File: src/rtl/rv32_hazard_pkg.sv
// Shared types and sizing helpers for the RV32 hazard controller and its scoreboard.
package rv32_hazard_pkg;

  localparam int REG_IDX_W = 5;

  typedef enum logic {
    FENCE_IDLE  = 1'b0,
    FENCE_DRAIN = 1'b1
  } fence_state_e;

  // Bits needed to hold 0..max_out, i.e. clog2(max_out+1), never less than 1.
  function automatic int cnt_width(input int max_out);
    int w;
    w = 1;
    for (int i = 1; i < 31; i++) begin
      if ((1 << i) <= max_out) w = i + 1;
    end
    return w;
  endfunction

endpackage

File: src/rtl/rv32_scoreboard.sv
// Pending-write bit per register plus an in-flight counter; flags bogus retires.
module rv32_scoreboard
  import rv32_hazard_pkg::*;
#(
  parameter int NUM_REGS        = 32,
  parameter int MAX_OUTSTANDING = 2,
  parameter int CNT_W           = cnt_width(MAX_OUTSTANDING)
) (
  input  logic                 clk,
  input  logic                 reset_n,
  input  logic                 i_set,
  input  logic [REG_IDX_W-1:0] i_set_idx,
  input  logic                 i_clr,
  input  logic [REG_IDX_W-1:0] i_clr_idx,
  output logic [NUM_REGS-1:0]  o_sb,
  output logic [CNT_W-1:0]     o_count,
  output logic                 o_error
);

  logic [NUM_REGS-1:0] r_sb;
  logic [CNT_W-1:0]    r_count;
  logic                r_error;
  logic                w_clr_ok;

  // A retire only takes effect when it matches a pending bit and the counter is nonzero.
  assign w_clr_ok = i_clr && r_sb[i_clr_idx] && (r_count != '0);

  always_ff @(posedge clk or negedge reset_n) begin
    if (!reset_n) begin
      r_sb    <= '0;
      r_count <= '0;
      r_error <= 1'b0;
    end else begin
      if (w_clr_ok) r_sb[i_clr_idx] <= 1'b0;
      // Set is applied after clear so a same-register issue wins.
      if (i_set) r_sb[i_set_idx] <= 1'b1;
      if (i_set && !w_clr_ok)      r_count <= r_count + CNT_W'(1);
      else if (!i_set && w_clr_ok) r_count <= r_count - CNT_W'(1);
      if (i_clr && !w_clr_ok) r_error <= 1'b1;
    end
  end

  assign o_sb    = r_sb;
  assign o_count = r_count;
  assign o_error = r_error;

endmodule

File: src/rtl/rv32_hazard_scoreboard.sv
// Pipeline hazard controller: RAW scoreboard, outstanding limit, fence drain and flush window.
module rv32_hazard_scoreboard
  import rv32_hazard_pkg::*;
#(
  parameter int NUM_REGS        = 32,
  parameter int MAX_OUTSTANDING = 2,
  parameter int FLUSH_CYCLES    = 1
) (
  input  logic                 clk,
  input  logic                 reset_n,
  input  logic [REG_IDX_W-1:0] decode_rs1_unreg_in,
  input  logic                 decode_rs1_read_unreg_in,
  input  logic [REG_IDX_W-1:0] decode_rs2_unreg_in,
  input  logic                 decode_rs2_read_unreg_in,
  input  logic                 decode_mem_fence_unreg_in,
  input  logic [REG_IDX_W-1:0] decode_rd_in,
  input  logic                 decode_rd_write_in,
  input  logic                 decode_long_lat_in,
  input  logic [REG_IDX_W-1:0] execute_rd_in,
  input  logic                 execute_rd_write_in,
  input  logic                 execute_long_lat_in,
  input  logic                 wb_valid_in,
  input  logic [REG_IDX_W-1:0] wb_rd_in,
  input  logic                 mem_branch_mispredicted_in,
  input  logic                 instr_read_in,
  input  logic                 instr_ready_in,
  input  logic                 data_read_in,
  input  logic                 data_write_in,
  input  logic                 data_ready_in,
  output logic                 fetch_stall_out,
  output logic                 fetch_flush_out,
  output logic                 decode_stall_out,
  output logic                 decode_flush_out,
  output logic                 execute_stall_out,
  output logic                 execute_flush_out,
  output logic                 mem_stall_out,
  output logic                 mem_flush_out,
  output logic [2:0]           outstanding_out,
  output logic                 error_out
);

  localparam int CNT_W = cnt_width(MAX_OUTSTANDING);

  fence_state_e        r_fence_state;
  logic [1:0]          r_flush_cnt;
  logic [NUM_REGS-1:0] w_sb;
  logic [CNT_W-1:0]    w_count;
  logic                w_issue;
  logic                w_retire;
  logic                w_dec_ll_wr;
  logic                w_exe_ll_wr;
  logic                w_rs1_hit;
  logic                w_rs2_hit;
  logic                w_raw_hit;
  logic                w_full_hit;
  logic                w_fence_hold;
  logic                w_flush_active;

  assign w_issue  = execute_long_lat_in && execute_rd_write_in && (execute_rd_in != '0) &&
                    !execute_stall_out && !execute_flush_out;
  assign w_retire = wb_valid_in && (wb_rd_in != '0);

  rv32_scoreboard #(
    .NUM_REGS       (NUM_REGS),
    .MAX_OUTSTANDING(MAX_OUTSTANDING),
    .CNT_W          (CNT_W)
  ) u_sb (
    .clk      (clk),
    .reset_n  (reset_n),
    .i_set    (w_issue),
    .i_set_idx(execute_rd_in),
    .i_clr    (w_retire),
    .i_clr_idx(wb_rd_in),
    .o_sb     (w_sb),
    .o_count  (w_count),
    .o_error  (error_out)
  );

  // Producers still in decode/execute are not yet in the scoreboard, so match them directly.
  assign w_dec_ll_wr = decode_rd_write_in && decode_long_lat_in;
  assign w_exe_ll_wr = execute_rd_write_in && execute_long_lat_in;
  assign w_rs1_hit = decode_rs1_read_unreg_in && (decode_rs1_unreg_in != '0) &&
                     (w_sb[decode_rs1_unreg_in] ||
                      (w_dec_ll_wr && (decode_rs1_unreg_in == decode_rd_in)) ||
                      (w_exe_ll_wr && (decode_rs1_unreg_in == execute_rd_in)));
  assign w_rs2_hit = decode_rs2_read_unreg_in && (decode_rs2_unreg_in != '0) &&
                     (w_sb[decode_rs2_unreg_in] ||
                      (w_dec_ll_wr && (decode_rs2_unreg_in == decode_rd_in)) ||
                      (w_exe_ll_wr && (decode_rs2_unreg_in == execute_rd_in)));
  assign w_raw_hit  = w_rs1_hit || w_rs2_hit;
  assign w_full_hit = decode_long_lat_in && (w_count == CNT_W'(MAX_OUTSTANDING)) && !w_retire;

  assign w_fence_hold   = (r_fence_state == FENCE_DRAIN) || decode_mem_fence_unreg_in;
  assign w_flush_active = mem_branch_mispredicted_in || (r_flush_cnt != 2'd0);

  assign mem_stall_out     = (data_read_in || data_write_in) && !data_ready_in;
  assign execute_stall_out = mem_stall_out;
  assign decode_stall_out  = execute_stall_out || w_full_hit;
  assign fetch_stall_out   = decode_stall_out || w_raw_hit || w_fence_hold ||
                             (instr_read_in && !instr_ready_in);
  assign fetch_flush_out   = 1'b0;
  assign decode_flush_out  = fetch_stall_out || w_flush_active;
  assign execute_flush_out = decode_stall_out || w_flush_active;
  assign mem_flush_out     = execute_stall_out;
  assign outstanding_out   = 3'(w_count);

  // Counter holds the remaining cycles of the flush window after the mispredict cycle.
  always_ff @(posedge clk or negedge reset_n) begin
    if (!reset_n) begin
      r_flush_cnt <= 2'd0;
    end else if (mem_branch_mispredicted_in) begin
      r_flush_cnt <= 2'(FLUSH_CYCLES - 1);
    end else if (r_flush_cnt != 2'd0) begin
      r_flush_cnt <= r_flush_cnt - 2'd1;
    end
  end

  always_ff @(posedge clk or negedge reset_n) begin
    if (!reset_n) begin
      r_fence_state <= FENCE_IDLE;
    end else begin
      case (r_fence_state)
        FENCE_IDLE:
          if (decode_mem_fence_unreg_in) r_fence_state <= FENCE_DRAIN;
        FENCE_DRAIN:
          if (mem_branch_mispredicted_in ||
              ((w_count == '0) && !mem_stall_out && !w_issue))
            r_fence_state <= FENCE_IDLE;
        default: r_fence_state <= FENCE_IDLE;
      endcase
    end
  end

endmodule

File: config.mk
export PLATFORM = sky130hd
export DESIGN_NAME = rv32_hazard_scoreboard
export DESIGN_NICKNAME = d
export VERILOG_FILES = /design/src/rtl/rv32_hazard_pkg.sv /design/src/rtl/rv32_scoreboard.sv /design/src/rtl/rv32_hazard_scoreboard.sv
export SDC_FILE = /design/constraint.sdc
export NUM_CORES = 1
export LEC_CHECK = 0
export ABC_AREA = 1
export CAP_MARGIN = 25
export CORE_MARGIN = 3
export CORE_UTILIZATION = 40
export DETAILED_ROUTE_END_ITERATION = 8
export PLACE_DENSITY = 0.68
export RECOVER_POWER = 100
export SYNTH_ARGS = -nofsm -noshare
export SYNTH_HDL_FRONTEND = slang
export SYNTH_HIERARCHICAL = 1
export SYNTH_SLANG_ARGS = --single-unit
File: constraint.sdc
create_clock -name clk -period 2.65 [get_ports clk]
set_input_delay 0.53 -clock clk [delete_from_list [all_inputs] [get_ports clk]]
set_output_delay 0.53 -clock clk [all_outputs]
set_load 0.01 [all_outputs]
==> metrics list <==
- Final Net Count: a little under 800
- In the routed layout, each cell is associated on average with a via count of approximately 5.
- The number of buffers and inverters on the critical path is 4.
- STA classifies the critical path startpoint as an input port.
* Sequential area share after synthesis: 0.2538
- The H-tree generated during clock tree synthesis spans 2 levels.
- The routed layout has ~4300 vias.
* Register bit total from synthesis: 38
* Worst hold path stage count: 2
- The tightest min-delay check is of the register to register type.
- For the worst-skew pair, the clock arrives at the later sink with an insertion delay of approximately 300 ps.
- Buffers inserted during clock tree synthesis total 5.
- Count of input and output buffers: 50
* Min Tclk post-route: between 2000 and 3000 ps
* Clock tree root buffer cell: sky130_fd_sc_hd__clkbuf_8
- Final cell count without fillers: 836
- The via count of the first global-routing pass was ~4200.
- Cell with the largest stage delay on the worst path: sky130_fd_sc_hd__clkdlybuf4s50_1
- Clk buf depth: 2
- Detailed-route wire length: 11990 um
- The checks that failed: max-capacitance violations, max-slew violations.
* Data arrival at the endpoint of the critical path: ~2000 ps
* CP Data Required Time: around 2100 ps
- Of the total synthesized cell area, the portion taken by XOR and XNOR cells is 0.02104.
* Growth of design area from synthesis to finish: 25.88%
- The first detailed-routing pass took 6 iterations.
- Worst slew margin relative to its limit: -0.4160
- Derived from the worst setup path, the maximum achievable clock frequency is roughly 0.40 GHz.
- Critical path depth: 11
- TritonCTS built the clock tree.
* Maximum number of pins on one net before global-route repair: 39
- In the final routed layout, each cell accounts on average for 14.34 um.
- Setup CP Type: input port to output port
- Pwr per Cell Area: about 450 mW/mm^2
* Row Count: 34
- Result of the run: complete, but fails checks
- The detailed router finished its first iteration with roughly 280 violations.
* Worst setup EP type: output port
- At the pin with the least slew margin, the transition time is between 2000 and 2500 ps.
- Global routing finished with a remaining overflow of 0.
- Share of the synthesized area in compound gates (AO/OA/AOI/OAI): 0.04474
* Period utilisation layout: 0.9550
- Setup-failing EPs final: 0
- Post-synthesis simple-gate area fraction: 0.5376
* CTS clock-pin slew for the worst setup and hold paths: ~80 ps
- Synthesis handed over a netlist of approximately 630 instances.
- Unrepaired setup endpoints after global routing: false
- The HPWL after detailed placement is 9167 um.
- Among cell families on the critical path, the largest total delay comes from buffers and inverters.
- Walking the worst path, the cells encountered are clkdlybuf4s50_1 -> inv_1 -> o21ai_0 -> nor2_1 -> nand3_1 -> nand2_1 -> inv_1 -> nand3_1 -> nand2_2 -> nand4_1 -> buf_2.
- DR DRC count: 0
- Worst Skew: between 10 and 15 ps
- In this run, placement finished with an instance count of slightly above 800.
- Layout cell share with drive strength beyond 1: 0.1525
- The number of different library cells used by synthesis comes to 33.
- The analysis attributes to cell leakage a power of around 2.5 nW.
* Final weighted congestion of routability-driven global placement: 0.9507
* Count of cells along the worst register-to-register path: 14
* Top Ports: 53
- The number of antenna violations at the first check in global routing was 0.
* Mux cell area share after synthesis: 0
* Netlist area before placement: approximately 0.0037 sq mm
* Global router's overall resource usage: 0.2406
- Largest stage delay, worst path: approximately 550 ps
- Global-route wire length before repair: about 20000 um
- Once placement finished, the instance area stood at between 0.004 and 0.005 sq mm.
- After floorplanning, the core was sized to cover a little under 0.009 sq mm.
* Number of antenna-violating nets in the routed design: 0
* Horizontal die dimension: between 100 and 150 um
* Post-synthesis share of cell area spent on full adders, half adders and majority gates: 0.006678
- Clock sink total: 38
- For this configuration, the core starts out at a cell density of 0.4215.
* Largest family of logic cells by synthesized area: simple AND/OR/NAND/NOR gates
- After synthesis, the mean cell area works out to between 5 and 6 sq um.
- Die Height: slightly above 100 um
- The tool flagged a number of max-cap violations equal to 1.
- Of all nets on the critical path, the largest fanout is 4.
* Final Hold Fails: 0
- The repair_antennas step left the layout with diodes totalling 0.
- Pins Over Slew Limit: 39
* Peak supply drop: 0.4009 mV
- After routing the design area is 0.004717 sq mm.
- Yosys printed 6 warnings.
- Die ar.: around 0.011 sq mm
==> final timing paths <==
path	start	to	slack (ps)
worst max-delay path	execute_rd_in[3]	decode_flush_out	120
worst min-delay path	u_sb/o_error	u_sb/o_error	470
worst max register to register	r_flush_cnt[0]	u_sb/o_sb[30]	550
worst min register to register	u_sb/o_error	u_sb/o_error	470
max in group asynchronous	reset_n	u_sb/o_sb[24]	590
min in group asynchronous	reset_n	u_sb/o_sb[20]	840
==> layer usage <==
layer  routed length, um  part of all wire  track usage  vias to the layer above
met4                 263             0.022      0.06972                        0
met3                 837             0.070      0.03654                       19
met1                5408              0.45       0.3263                     1941
met2                5482              0.46       0.3982                      171
met5                   0                 0            0                        -
li1                    -                 -            -                     2154
==> cell type report <==
type | instances | area (sq um)
Fill cell | 923 | 4174
Multi-Input combinational cell | 492 | 2285
Sequential cell | 38 | 950.9
Timing Repair Buffer | 108 | 928.4
Inverter | 81 | 315.3
Tap cell | 108 | 135.1
Clock buffer | 6 | 82.58
Clock inverter | 2 | 12.51
Timing Repair inverter | 1 | 7.507
==> synthesized netlist by cell type <==
cell type / instances / area, sq um
sky130_fd_sc_hd__xnor2_1: 3 / 26.28
sky130_fd_sc_hd__conb_1: 1 / 3.750
sky130_fd_sc_hd__o31ai_1: 2 / 15.01
sky130_fd_sc_hd__nor2_2: 3 / 18.77
sky130_fd_sc_hd__nor3_2: 1 / 10.01
sky130_fd_sc_hd__nor2_1: 60 / 225.2
sky130_fd_sc_hd__o22ai_1: 7 / 43.79
sky130_fd_sc_hd__nand3_2: 30 / 300.3
sky130_fd_sc_hd__o41ai_1: 1 / 8.760
sky130_fd_sc_hd__clkinv_1: 2 / 7.510
sky130_fd_sc_hd__dfrtp_1: 38 / 950.9
sky130_fd_sc_hd__nand3_1: 55 / 275.3
sky130_fd_sc_hd__o211a_1: 1 / 10.01
sky130_fd_sc_hd__xor2_1: 6 / 52.55
sky130_fd_sc_hd__o21a_1: 1 / 7.510
sky130_fd_sc_hd__buf_12: 1 / 20.02
sky130_fd_sc_hd__nor3b_1: 1 / 7.510
sky130_fd_sc_hd__o21ai_0: 8 / 40.04
sky130_fd_sc_hd__o21ai_1: 1 / 5.000
sky130_fd_sc_hd__inv_6: 1 / 8.760
sky130_fd_sc_hd__inv_1: 75 / 281.5
sky130_fd_sc_hd__buf_2: 7 / 35.03
sky130_fd_sc_hd__nand2_2: 2 / 12.51
sky130_fd_sc_hd__a21oi_1: 3 / 15.01
sky130_fd_sc_hd__nand2_1: 274 / 1028
sky130_fd_sc_hd__buf_6: 8 / 90.09
sky130_fd_sc_hd__nand4_1: 3 / 18.77
sky130_fd_sc_hd__o211ai_1: 3 / 22.52
sky130_fd_sc_hd__nor3_1: 22 / 110.1
sky130_fd_sc_hd__ha_1: 2 / 25.02
sky130_fd_sc_hd__buf_4: 7 / 52.55
sky130_fd_sc_hd__inv_2: 3 / 11.26
sky130_fd_sc_hd__nand3b_1: 1 / 7.510
==> registers in the layout (all words and copies together), names as in the netlist <==
signal and count:
u_sb/o_sb 32, r_flush_cnt 2, u_sb/o_count 2, r_fence_state 1, u_sb/o_error 1
==> stage by stage <==
step / TNS [ps] / setup slack, ps / hold WS [ps] / util / total power, mW
finish: 0 / 119.2 / 471.1 / 0.5305 / 2.105
global route: 0 / 5.461 / 495.1 / 0.5305 / 2.266
CTS: 0 / 34.12 / 385.4 / 0.5325 / 2.129
detailed placement: -1552 / -404.8 / 461.7 / 0.5193 / 1.693
global placement: -1497 / -428.6 / 435.8 / 0.5193 / 1.669
floorplan: 0 / 535.8 / 234.4 / - / 1.340
==> layout by cell type, fill, tap and decap left out, types with 2 or more instances in the layout <==
master and count:
sky130_fd_sc_hd__ha_1 2, sky130_fd_sc_hd__nor2_2 4, sky130_fd_sc_hd__buf_2 2, sky130_fd_sc_hd__dfrtp_1 38
sky130_fd_sc_hd__o31ai_1 2, sky130_fd_sc_hd__nand2_2 3, sky130_fd_sc_hd__conb_1 2, sky130_fd_sc_hd__o21ai_0 8
sky130_fd_sc_hd__xor2_1 6, sky130_fd_sc_hd__o211ai_1 3, sky130_fd_sc_hd__dlygate4sd3_1 6, sky130_fd_sc_hd__clkbuf_8 6
sky130_fd_sc_hd__clkdlybuf4s50_1 34, sky130_fd_sc_hd__dlygate4sd2_1 5, sky130_fd_sc_hd__nand4_1 3, sky130_fd_sc_hd__nor2_1 59
sky130_fd_sc_hd__o22ai_1 6, sky130_fd_sc_hd__a21oi_1 3, sky130_fd_sc_hd__inv_1 74, sky130_fd_sc_hd__nand3_1 59
sky130_fd_sc_hd__dlymetal6s2s_1 2, sky130_fd_sc_hd__buf_4 50, sky130_fd_sc_hd__xnor2_1 3, sky130_fd_sc_hd__clkbuf_2 4
sky130_fd_sc_hd__nand3_2 26, sky130_fd_sc_hd__buf_6 2, sky130_fd_sc_hd__clkinvlp_4 3, sky130_fd_sc_hd__inv_2 4
sky130_fd_sc_hd__nor3_1 22, sky130_fd_sc_hd__nand2_1 273
==> tightest hold or removal path: cells and delay by family, from the launching register on <==
kind | cells | cell delay [ps]
buffers and inverters | 1 | 40
flip-flops | 1 | 350
AND/OR/NAND/NOR | 1 | 50
==> where the power goes <==
group	internal (mW)	switching, mW	total [mW]	leakage, nW
Combinational	0.352	0.528	0.880	1.90
Sequential	0.685	0.111	0.797	0.508
Clock	0.209	0.219	0.429	0.0472
Total	1.25	0.859	2.11	2.45
==> kinds of logic (layout without fill, tap and decap cells) <==
logic type,Yosys count,in the layout
AND/OR/NAND/NOR,452,452
XOR/XNOR,9,9
buffers and inverters,104,198
flip-flops,38,38
other,1,2
AO/OA/AOI/OAI,27,27
adder cells (fa/ha/maj),2,2
==> what timing repair did <==
action	in CTS	in global routing
pin swaps	0	1
buffers inserted	1	0
gates cloned	2	0
setup endpoints to repair	4	3
hold buffers	0	0
gates resized for setup	19	8
Power figures use the tool's default switching activity.
